**config.mk**
```make
export PLATFORM = sky130hd
export DESIGN_NAME = mario_sprite_fetch
export DESIGN_NICKNAME = d
export VERILOG_FILES = /design/src/rtl/mario_pkg.sv /design/src/rtl/sprite_hit_calc.sv /design/src/rtl/mario_sprite_fetch.sv
export SDC_FILE = /design/constraint.sdc
export NUM_CORES = 1
export LEC_CHECK = 0
export BUFFER_PORTS_ARGS = -buffer_cell sky130_fd_sc_hd__buf_4
export CAP_MARGIN = 20
export CORE_AREA = 3 3 92 94
export CTS_CLUSTER_SIZE = 30
export DETAILED_ROUTE_END_ITERATION = 6
export DIE_AREA = 0 0 95 97
export SYNTH_ARGS = -nofsm -noshare
export SYNTH_HDL_FRONTEND = slang
export SYNTH_SLANG_ARGS = --single-unit
```
**constraint.sdc**
```tcl
create_clock -name Clk -period 3.5 [get_ports Clk]
set_input_delay 0.525 -clock Clk [delete_from_list [all_inputs] [get_ports Clk]]
set_output_delay 0.525 -clock Clk [all_outputs]
set_load 0.05 [all_outputs]
```
**src/rtl/mario_pkg.sv**
```systemverilog
// Shared sprite constants and types for the Mario pixel path
// (sprite fetch, ROM_Mario and color_mapper).
package mario_pkg;
    localparam int unsigned SPRITE_W        = 16;
    localparam int unsigned SPRITE_H        = 16;
    localparam logic [3:0]  TRANSPARENT_IDX = 4'h0;

    typedef logic [3:0] palette_idx_t;
    typedef logic [7:0] sprite_addr_t;
endpackage

```
**src/rtl/sprite_hit_calc.sv**
```systemverilog
// Combinational sprite box hit test and ROM address generation with
// optional horizontal mirroring; shared by all 16x16 sprite fetchers.
module sprite_hit_calc
    import mario_pkg::*;
#(
    parameter int unsigned SCALE = 1
) (
    input  logic [9:0]   i_draw_x,
    input  logic [9:0]   i_draw_y,
    input  logic [9:0]   i_pos_x,
    input  logic [9:0]   i_pos_y,
    input  logic         i_flip,
    output logic         o_hit,
    output sprite_addr_t o_addr
);
    localparam int unsigned SHIFT = SCALE - 1;
    localparam logic [9:0]  BOX_W = 10'(SPRITE_W * SCALE);
    localparam logic [9:0]  BOX_H = 10'(SPRITE_H * SCALE);

    logic [10:0] w_dx;
    logic [10:0] w_dy;
    logic [3:0]  w_col;
    logic [3:0]  w_row;
    logic        w_hit_x;
    logic        w_hit_y;

    // 11-bit differences: bit 10 set means the pixel is left of / above the box.
    always_comb begin
        w_dx    = {1'b0, i_draw_x} - {1'b0, i_pos_x};
        w_dy    = {1'b0, i_draw_y} - {1'b0, i_pos_y};
        w_hit_x = !w_dx[10] && (w_dx[9:0] < BOX_W);
        w_hit_y = !w_dy[10] && (w_dy[9:0] < BOX_H);
        w_col   = w_dx[SHIFT +: 4];
        w_row   = w_dy[SHIFT +: 4];
        if (i_flip) begin
            w_col = 4'hF - w_col;
        end
        o_hit  = w_hit_x && w_hit_y;
        o_addr = {w_row, w_col};
    end
endmodule

```
**src/rtl/mario_sprite_fetch.sv**
```systemverilog
// Two-stage Mario sprite fetch: frame-latched position, ROM address stage,
// then palette/opacity stage feeding color_mapper.
module mario_sprite_fetch #(
    parameter int unsigned SCALE           = 1,
    parameter logic [3:0]  TRANSPARENT_IDX = mario_pkg::TRANSPARENT_IDX
) (
    input  logic       Clk,
    input  logic       Reset,
    input  logic       frame_start,
    input  logic       pix_en,
    input  logic [9:0] DrawX,
    input  logic [9:0] DrawY,
    input  logic [9:0] mario_x,
    input  logic [9:0] mario_y,
    input  logic       facing_left,
    output logic [7:0] rom_addr,
    input  logic [3:0] rom_data,
    output logic       Is_Mario,
    output logic [3:0] Mario_in
);
    import mario_pkg::*;

    logic [9:0]   r_px;
    logic [9:0]   r_py;
    logic         r_flip;
    logic         r_hit1;
    sprite_addr_t r_rom_addr;
    logic         r_is_mario;
    palette_idx_t r_mario_in;

    logic         w_hit;
    sprite_addr_t w_addr;

    sprite_hit_calc #(
        .SCALE(SCALE)
    ) u_hit (
        .i_draw_x(DrawX),
        .i_draw_y(DrawY),
        .i_pos_x (r_px),
        .i_pos_y (r_py),
        .i_flip  (r_flip),
        .o_hit   (w_hit),
        .o_addr  (w_addr)
    );

    // A strobe coinciding with frame_start still sees the previous latch.
    always_ff @(posedge Clk) begin
        if (Reset) begin
            r_px       <= '0;
            r_py       <= '0;
            r_flip     <= 1'b0;
            r_hit1     <= 1'b0;
            r_rom_addr <= '0;
            r_is_mario <= 1'b0;
            r_mario_in <= '0;
        end else begin
            if (frame_start) begin
                r_px   <= mario_x;
                r_py   <= mario_y;
                r_flip <= facing_left;
            end
            if (pix_en) begin
                r_rom_addr <= w_hit ? w_addr : '0;
                r_hit1     <= w_hit;
                r_is_mario <= r_hit1 && (rom_data != TRANSPARENT_IDX);
                r_mario_in <= r_hit1 ? rom_data : '0;
            end
        end
    end

    assign rom_addr = r_rom_addr;
    assign Is_Mario = r_is_mario;
    assign Mario_in = r_mario_in;

`ifndef SYNTHESIS
    a_pix_en_spacing: assert property (@(posedge Clk) disable iff (Reset) pix_en |=> !pix_en)
        else $error("pix_en asserted on consecutive cycles");
`endif
endmodule

```
### Yosys cells after proc, flatten, opt, wreduce, memory -nomap -nowiden

Index checks and enable logic that the tools add are counted.

* register bits: 35
* output and inout bits: 13
* logic and storage cells: 22

* $add $sub $neg: 3
* order comparisons: 2
* muxes and demuxes: 3
* reductions and logical operators: 7

Operators by type and width (count)
* $sub 10x10->11: 2
* $lt 10x5->1 const B: 2
* $mux 4: 2
* $mux 8: 1
* $logic_and 1x1->1: 4
* $reduce_bool 4->1: 1
* $sub 4x4->4 const A: 1
* $logic_not 1->1: 2

### Longest topological paths before layout

* depth in word-level cells: 5
* depth in mapped cells: 11

### By module

A second synthesis with hierarchy kept.

* cells, all modules: 267
* area, all modules: 2329.7 um^2

By module, submodules not included
* mario_sprite_fetch: times used 1, cells each 130, area each 1307.5 um^2
* sprite_hit_calc: times used 1, cells each 137, area each 1022.2 um^2

### Worst setup path after synthesis

Ideal clock, no wire load.

* kind: input port to flip-flop
* start point: input port DrawX[0]
* end point: register r_rom_addr[0], in the netlist rom_addr[0]
* arrival time: 2.752 ns
* required time: 3.440 ns
* setup slack: 0.687 ns
* cell stages on the path: 11
* cell sequence: inv_1 ha_1 inv_1 fa_1 a21oi_2 nor2_1 mux2_2 a2111oi_2 nand4_1 nor4_4 a22o_1

* word-level cells in the longest chain between the ends: 5
* elaborated cells between the ends (all ways): 8

RTL lines
* start, declared: RTL line mario_sprite_fetch.sv:11 `input logic [9:0] DrawX,`
* $sub 10x10->11 *: RTL line sprite_hit_calc.sv:29 `w_dx = {1'b0, i_draw_x} - {1'b0, i_pos_x};`
* $lt 10x5->1 or $logic_not 1->1 (tied branches): RTL line sprite_hit_calc.sv:31 `w_hit_x = !w_dx[10] && (w_dx[9:0] < BOX_W);`
* $logic_and 1x1->1: RTL line sprite_hit_calc.sv:31
* $logic_and 1x1->1: RTL line sprite_hit_calc.sv:38 `o_hit = w_hit_x && w_hit_y;`
* $mux 8 *: RTL line mario_sprite_fetch.sv:63 `r_rom_addr <= w_hit ? w_addr : '0;`
* end signal, assigned: RTL line mario_sprite_fetch.sv:63
* end, declared: RTL line mario_sprite_fetch.sv:27 `sprite_addr_t r_rom_addr;`

Mark *: on every way between the ends. The rest lies on a longest branch, timed or not.
A chain may end at the register's enable or synchronous reset.

### Final worst setup path

* start point: input port DrawX[0]
* end point: register r_rom_addr[1], in the netlist rom_addr[1]

The elaborated chain is that of the path after synthesis.

==> report_table.html <==
<table>
<tr><th>Metric</th><th>Value</th></tr>
<tr><th colspan="2">Clock tree</th></tr>
<tr><td>Clock transition at the registers of the reported paths</td><td>70 ps</td></tr>
<tr><td># Post-CTS Setup Buffers</td><td>0</td></tr>
<tr><td>CTS Root Buffer Type</td><td>sky130_fd_sc_hd__clkbuf_8</td></tr>
<tr><td>Clock network latency to the later pin of the worst-skew pair</td><td>~290 ps</td></tr>
<tr><td>Resize count post-CTS</td><td>0</td></tr>
<tr><td>Cts hold-fix bufs</td><td>0</td></tr>
<tr><td>Longest Clk Path Bufs</td><td>2</td></tr>
<tr><td>CTS HTree Levels</td><td>2</td></tr>
<tr><td>Number of sinks handled by clock tree synthesis</td><td>35</td></tr>
<tr><td>TritonCTS clock tree</td><td>done</td></tr>
<tr><td>Clock buffer count from CTS</td><td>5</td></tr>
<tr><th colspan="2">Timing</th></tr>
<tr><td>Highest clock frequency the design can meet</td><td>0.347 GHz</td></tr>
<tr><td>Post-route clock skew</td><td>around 5.8 ps</td></tr>
<tr><td>Total count of max-transition violations in the final report</td><td>0</td></tr>
<tr><td>Sum Neg Setup Slack</td><td>0 ps</td></tr>
<tr><td>Portion of the clock cycle consumed by the worst path in the final layout</td><td>0.823</td></tr>
<tr><td>Final hold violations</td><td>0</td></tr>
<tr><td>Worst Max-Slew Pin Slew</td><td>about 560 ps</td></tr>
<tr><td>Period minus WS final</td><td>a little under 3000 ps</td></tr>
<tr><td>Final-report setup violation count</td><td>0</td></tr>
<tr><td>Worst slew margin</td><td>0.625</td></tr>
<tr><td>Unrepaired setup endpoints after global routing</td><td>false</td></tr>
<tr><th colspan="2">Power and ir drop</th></tr>
<tr><td>Share of power burned in combinational logic</td><td>0.251</td></tr>
<tr><td>Flop pwr share</td><td>0.369</td></tr>
<tr><td>Switching power summed over all nets</td><td>between 0.3 and 0.4 mW</td></tr>
<tr><td>Switching fraction of total power</td><td>0.266</td></tr>
<tr><td>Clk pwr share</td><td>0.380</td></tr>
<tr><td>Static Leakage</td><td>between 1 and 1.5 nW</td></tr>
<tr><td>Power Total</td><td>approximately 1.1 mW</td></tr>
<tr><td>Maximum resistive drop on vdd</td><td>slightly below 0.2 mV</td></tr>
<tr><td>Internal power component</td><td>0.837 mW</td></tr>
<tr><td>Areal power density over the cells</td><td>between 300 and 400 nW/um^2</td></tr>
<tr><th colspan="2">Place</th></tr>
<tr><td>Detailed Place HPWL</td><td>around 4.2 mm</td></tr>
<tr><td>Placed cell areas</td><td>approximately 2800 um^2</td></tr>
<tr><td>Placer's final routability congestion estimate</td><td>0.891</td></tr>
<tr><td>Port bufs</td><td>61</td></tr>
<tr><th colspan="2">Floorplan</th></tr>
<tr><td>Ports</td><td>62</td></tr>
<tr><td>Placement row count</td><td>32</td></tr>
<tr><td>Width of the chip</td><td>95 um</td></tr>
<tr><td>Starting utilization of the core area</td><td>0.299</td></tr>
<tr><td>Core box area</td><td>slightly below 8000 um^2</td></tr>
<tr><td>Area of the die</td><td>9220 um^2</td></tr>
<tr><td>Die Height</td><td>slightly below 100 um</td></tr>
<tr><th colspan="2">Yosys</th></tr>
<tr><td>Number of library cell types mapped by synthesis</td><td>between 40 and 50</td></tr>
<tr><td>Mapped cell area</td><td>2310 um^2</td></tr>
<tr><td>Post-synthesis sequential area ratio</td><td>0.304</td></tr>
<tr><td>Number of flops mapped to enable cells by yosys</td><td>0</td></tr>
<tr><td>Flops &amp; latches, synth</td><td>35</td></tr>
<tr><td>Top-area cell type share of the netlist area</td><td>0.304</td></tr>
<tr><td>Largest area contributor in the netlist</td><td>sky130_fd_sc_hd__dfxtp_1</td></tr>
<tr><td>Async S/R FF share, synth</td><td>0</td></tr>
<tr><td>Dominant cells by area after synthesis</td><td>sky130_fd_sc_hd__dfxtp_1 30%, sky130_fd_sc_hd__ha_1 11%, sky130_fd_sc_hd__mux2i_1 10%, sky130_fd_sc_hd__nor2_1 5.7%, sky130_fd_sc_hd__inv_1 4.4%</td></tr>
<tr><td>Dominant synthesized flop cell</td><td>sky130_fd_sc_hd__dfxtp_1</td></tr>
<tr><td>Mean post-synth cell area</td><td>8.74 um^2</td></tr>
<tr><td>Post-synthesis net count</td><td>approximately 340</td></tr>
<tr><td>Mapped Cells</td><td>between 200 and 300</td></tr>
<tr><td>Warnings from Yosys</td><td>0</td></tr>
<tr><td>Most frequent cells after synthesis</td><td>35 x sky130_fd_sc_hd__dfxtp_1, 35 x sky130_fd_sc_hd__nor2_1, 27 x sky130_fd_sc_hd__inv_1</td></tr>
<tr><th colspan="2">Detailed routing</th></tr>
<tr><td>Via density</td><td>4.70</td></tr>
<tr><td>Remaining number of nets flagged by the antenna check after routing</td><td>0</td></tr>
<tr><td>Remaining design rule violation count</td><td>0</td></tr>
<tr><td>Final routed wire length divided by cell count</td><td>12.7 um</td></tr>
<tr><td>Via count</td><td>between 1500 and 2000</td></tr>
<tr><td>Iteration count of the initial detailed-routing pass</td><td>4</td></tr>
<tr><td>Detailed router's first-iteration violation count</td><td>67</td></tr>
<tr><td>Total detailed-routing wirelength</td><td>5.35 mm</td></tr>
<tr><th colspan="2">Global routing</th></tr>
<tr><td>Maximum number of pins on one net before global-route repair</td><td>29</td></tr>
<tr><td>Global-route usage over all layers</td><td>0.123</td></tr>
<tr><td>Global-route wire length before repair</td><td>~9 mm</td></tr>
<tr><td>Via count of the first global-routing pass</td><td>roughly 2000</td></tr>
<tr><td>Antenna violations before repair</td><td>0</td></tr>
<tr><td>Leftover overflow at the end of global routing</td><td>0</td></tr>
<tr><th colspan="2">Status</th></tr>
<tr><td>Status</td><td>finished clean</td></tr>
<tr><th colspan="2">Finish</th></tr>
<tr><td>Fill cell count</td><td>about 800</td></tr>
<tr><td>Post-route core utilization</td><td>0.383</td></tr>
<tr><td>Cell area after layout</td><td>just under 3000 um^2</td></tr>
<tr><td>Area added between synthesis and finish</td><td>28.4%</td></tr>
<tr><td>Nets</td><td>slightly below 400</td></tr>
<tr><td>Fraction of final layout cells sized beyond drive strength 1</td><td>0.234</td></tr>
<tr><td>Number of diodes added for antenna fixing</td><td>0</td></tr>
<tr><th colspan="2">Setup path</th></tr>
<tr><td>Startpoint Class</td><td>input port</td></tr>
<tr><td>Required time reported for the critical path endpoint</td><td>3730 ps</td></tr>
<tr><td>Critical path class</td><td>input port to flop</td></tr>
<tr><td>Type of destination of the critical path</td><td>flop</td></tr>
<tr><td>Data arrival at the endpoint of the critical path</td><td>3110 ps</td></tr>
<tr><td>Maximum fanout encountered on the critical timing path</td><td>9</td></tr>
<tr><th colspan="2">Run</th></tr>
<tr><td>Max-cap check violation count</td><td>0</td></tr>
<tr><th colspan="2">Worst hold path</th></tr>
<tr><td>Hold crit path type</td><td>input port to flop</td></tr>
</table>
placed cells by master, fill, tap and decap left out, drive strengths merged, types with 2 or more instances in the layout:
master	n
a21o	2
a21oi	17
a22o	8
a22oi	2
a31oi	5
buf	61
bufinv	2
clkbuf	6
dfxtp	35
fa	2
ha	20
inv	27
mux2i	23
nand2	4
nand2b	8
nand3	9
nand4	3
nand4b	2
nor2	35
nor2b	5
nor4	2
o211ai	2
o21a	4
o21ai	4
o21bai	2
xnor2	11
xor2	3
routing by layer:
metal / track usage / vias to the layer above / routed length [um]
met2: 0.198 / 48 / 2500
met5: 0 / - / 0
met1: 0.158 / 897 / 2520
li1: - / 1039 / -
met4: 0.0433 / 0 / 59
met3: 0.0288 / 5 / 275
worst paths after layout:
kind / start / end / slack (ps) / depth (start not counted)
max reg2reg: r_px[0]$_SDFFE_PP0P_ / rom_addr[1]$_SDFFE_PP0P_ / 670 / 10
max: DrawX[0] / rom_addr[1]$_SDFFE_PP0P_ / 620 / 12
min reg2reg: Mario_in[0]$_SDFFE_PP0P_ / Mario_in[0]$_SDFFE_PP0P_ / 470 / 2
min: mario_x[6] / r_px[6]$_SDFFE_PP0P_ / 470 / 3
power groups by stage:
| stage | clock [mW] | combinational, mW | sequential, mW |
|---|---|---|---|
| global route | 0.464 | 0.323 | 0.422 |
| detailed placement | 0 | 0.287 | 0.430 |
| CTS | 0.448 | 0.289 | 0.420 |
| global placement | 0 | 0.284 | 0.429 |
| floorplan | 0 | 0.209 | 0.427 |
| finish | 0.433 | 0.286 | 0.420 |
through the flow:
stage | hold WS (ps) | worst slack [ps] | instances
floorplan | 460 | 687 | 264
global placement | 456 | 409 | 415
detailed placement | 463 | 320 | 415
CTS | 460 | 621 | 423
global route | 459 | 370 | 423
finish | 469 | 619 | 423
layout make-up:
cell class	instances	area (um^2)	share of cell area
clock buffer	6	72.6	0.0245
multi-input combinational	190	1440	0.487
clock inverter	2	60.1	0.0203
inverter	27	101	0.0342
tap	102	128	0.0431
sequential	35	701	0.236
timing repair buffer	61	458	0.155
state kept, by name, summed over array words and instances, names as in the netlist:
name,count
Mario_in,4
rom_addr,8
r_flip,1
r_py,10
r_px,10
r_hit1,1
Is_Mario,1
logic make-up after synthesis:
| logic type | share of synthesized area |
|---|---|
| muxes | 0.105 |
| DFF | 0.304 |
| AOI/OAI and AO/OA | 0.170 |
| and+or+nand+nor | 0.172 |
| buffers and inverters | 0.0710 |
| adders and majority gates | 0.126 |
| xor gates and xnor gates | 0.0531 |
worst max-delay path, stage by stage:
cell and delay (ps):
sky130_fd_sc_hd__buf_4 110, sky130_fd_sc_hd__inv_1 40, sky130_fd_sc_hd__ha_1 160, sky130_fd_sc_hd__inv_1 60, sky130_fd_sc_hd__fa_1 410, sky130_fd_sc_hd__a21oi_2 200
sky130_fd_sc_hd__nor2_1 70, sky130_fd_sc_hd__mux2_2 280, sky130_fd_sc_hd__a2111oi_2 340, sky130_fd_sc_hd__nand4_1 200, sky130_fd_sc_hd__nor4_4 530, sky130_fd_sc_hd__a22o_1 200
No activity file was read; power rests on OpenSTA's default activity.
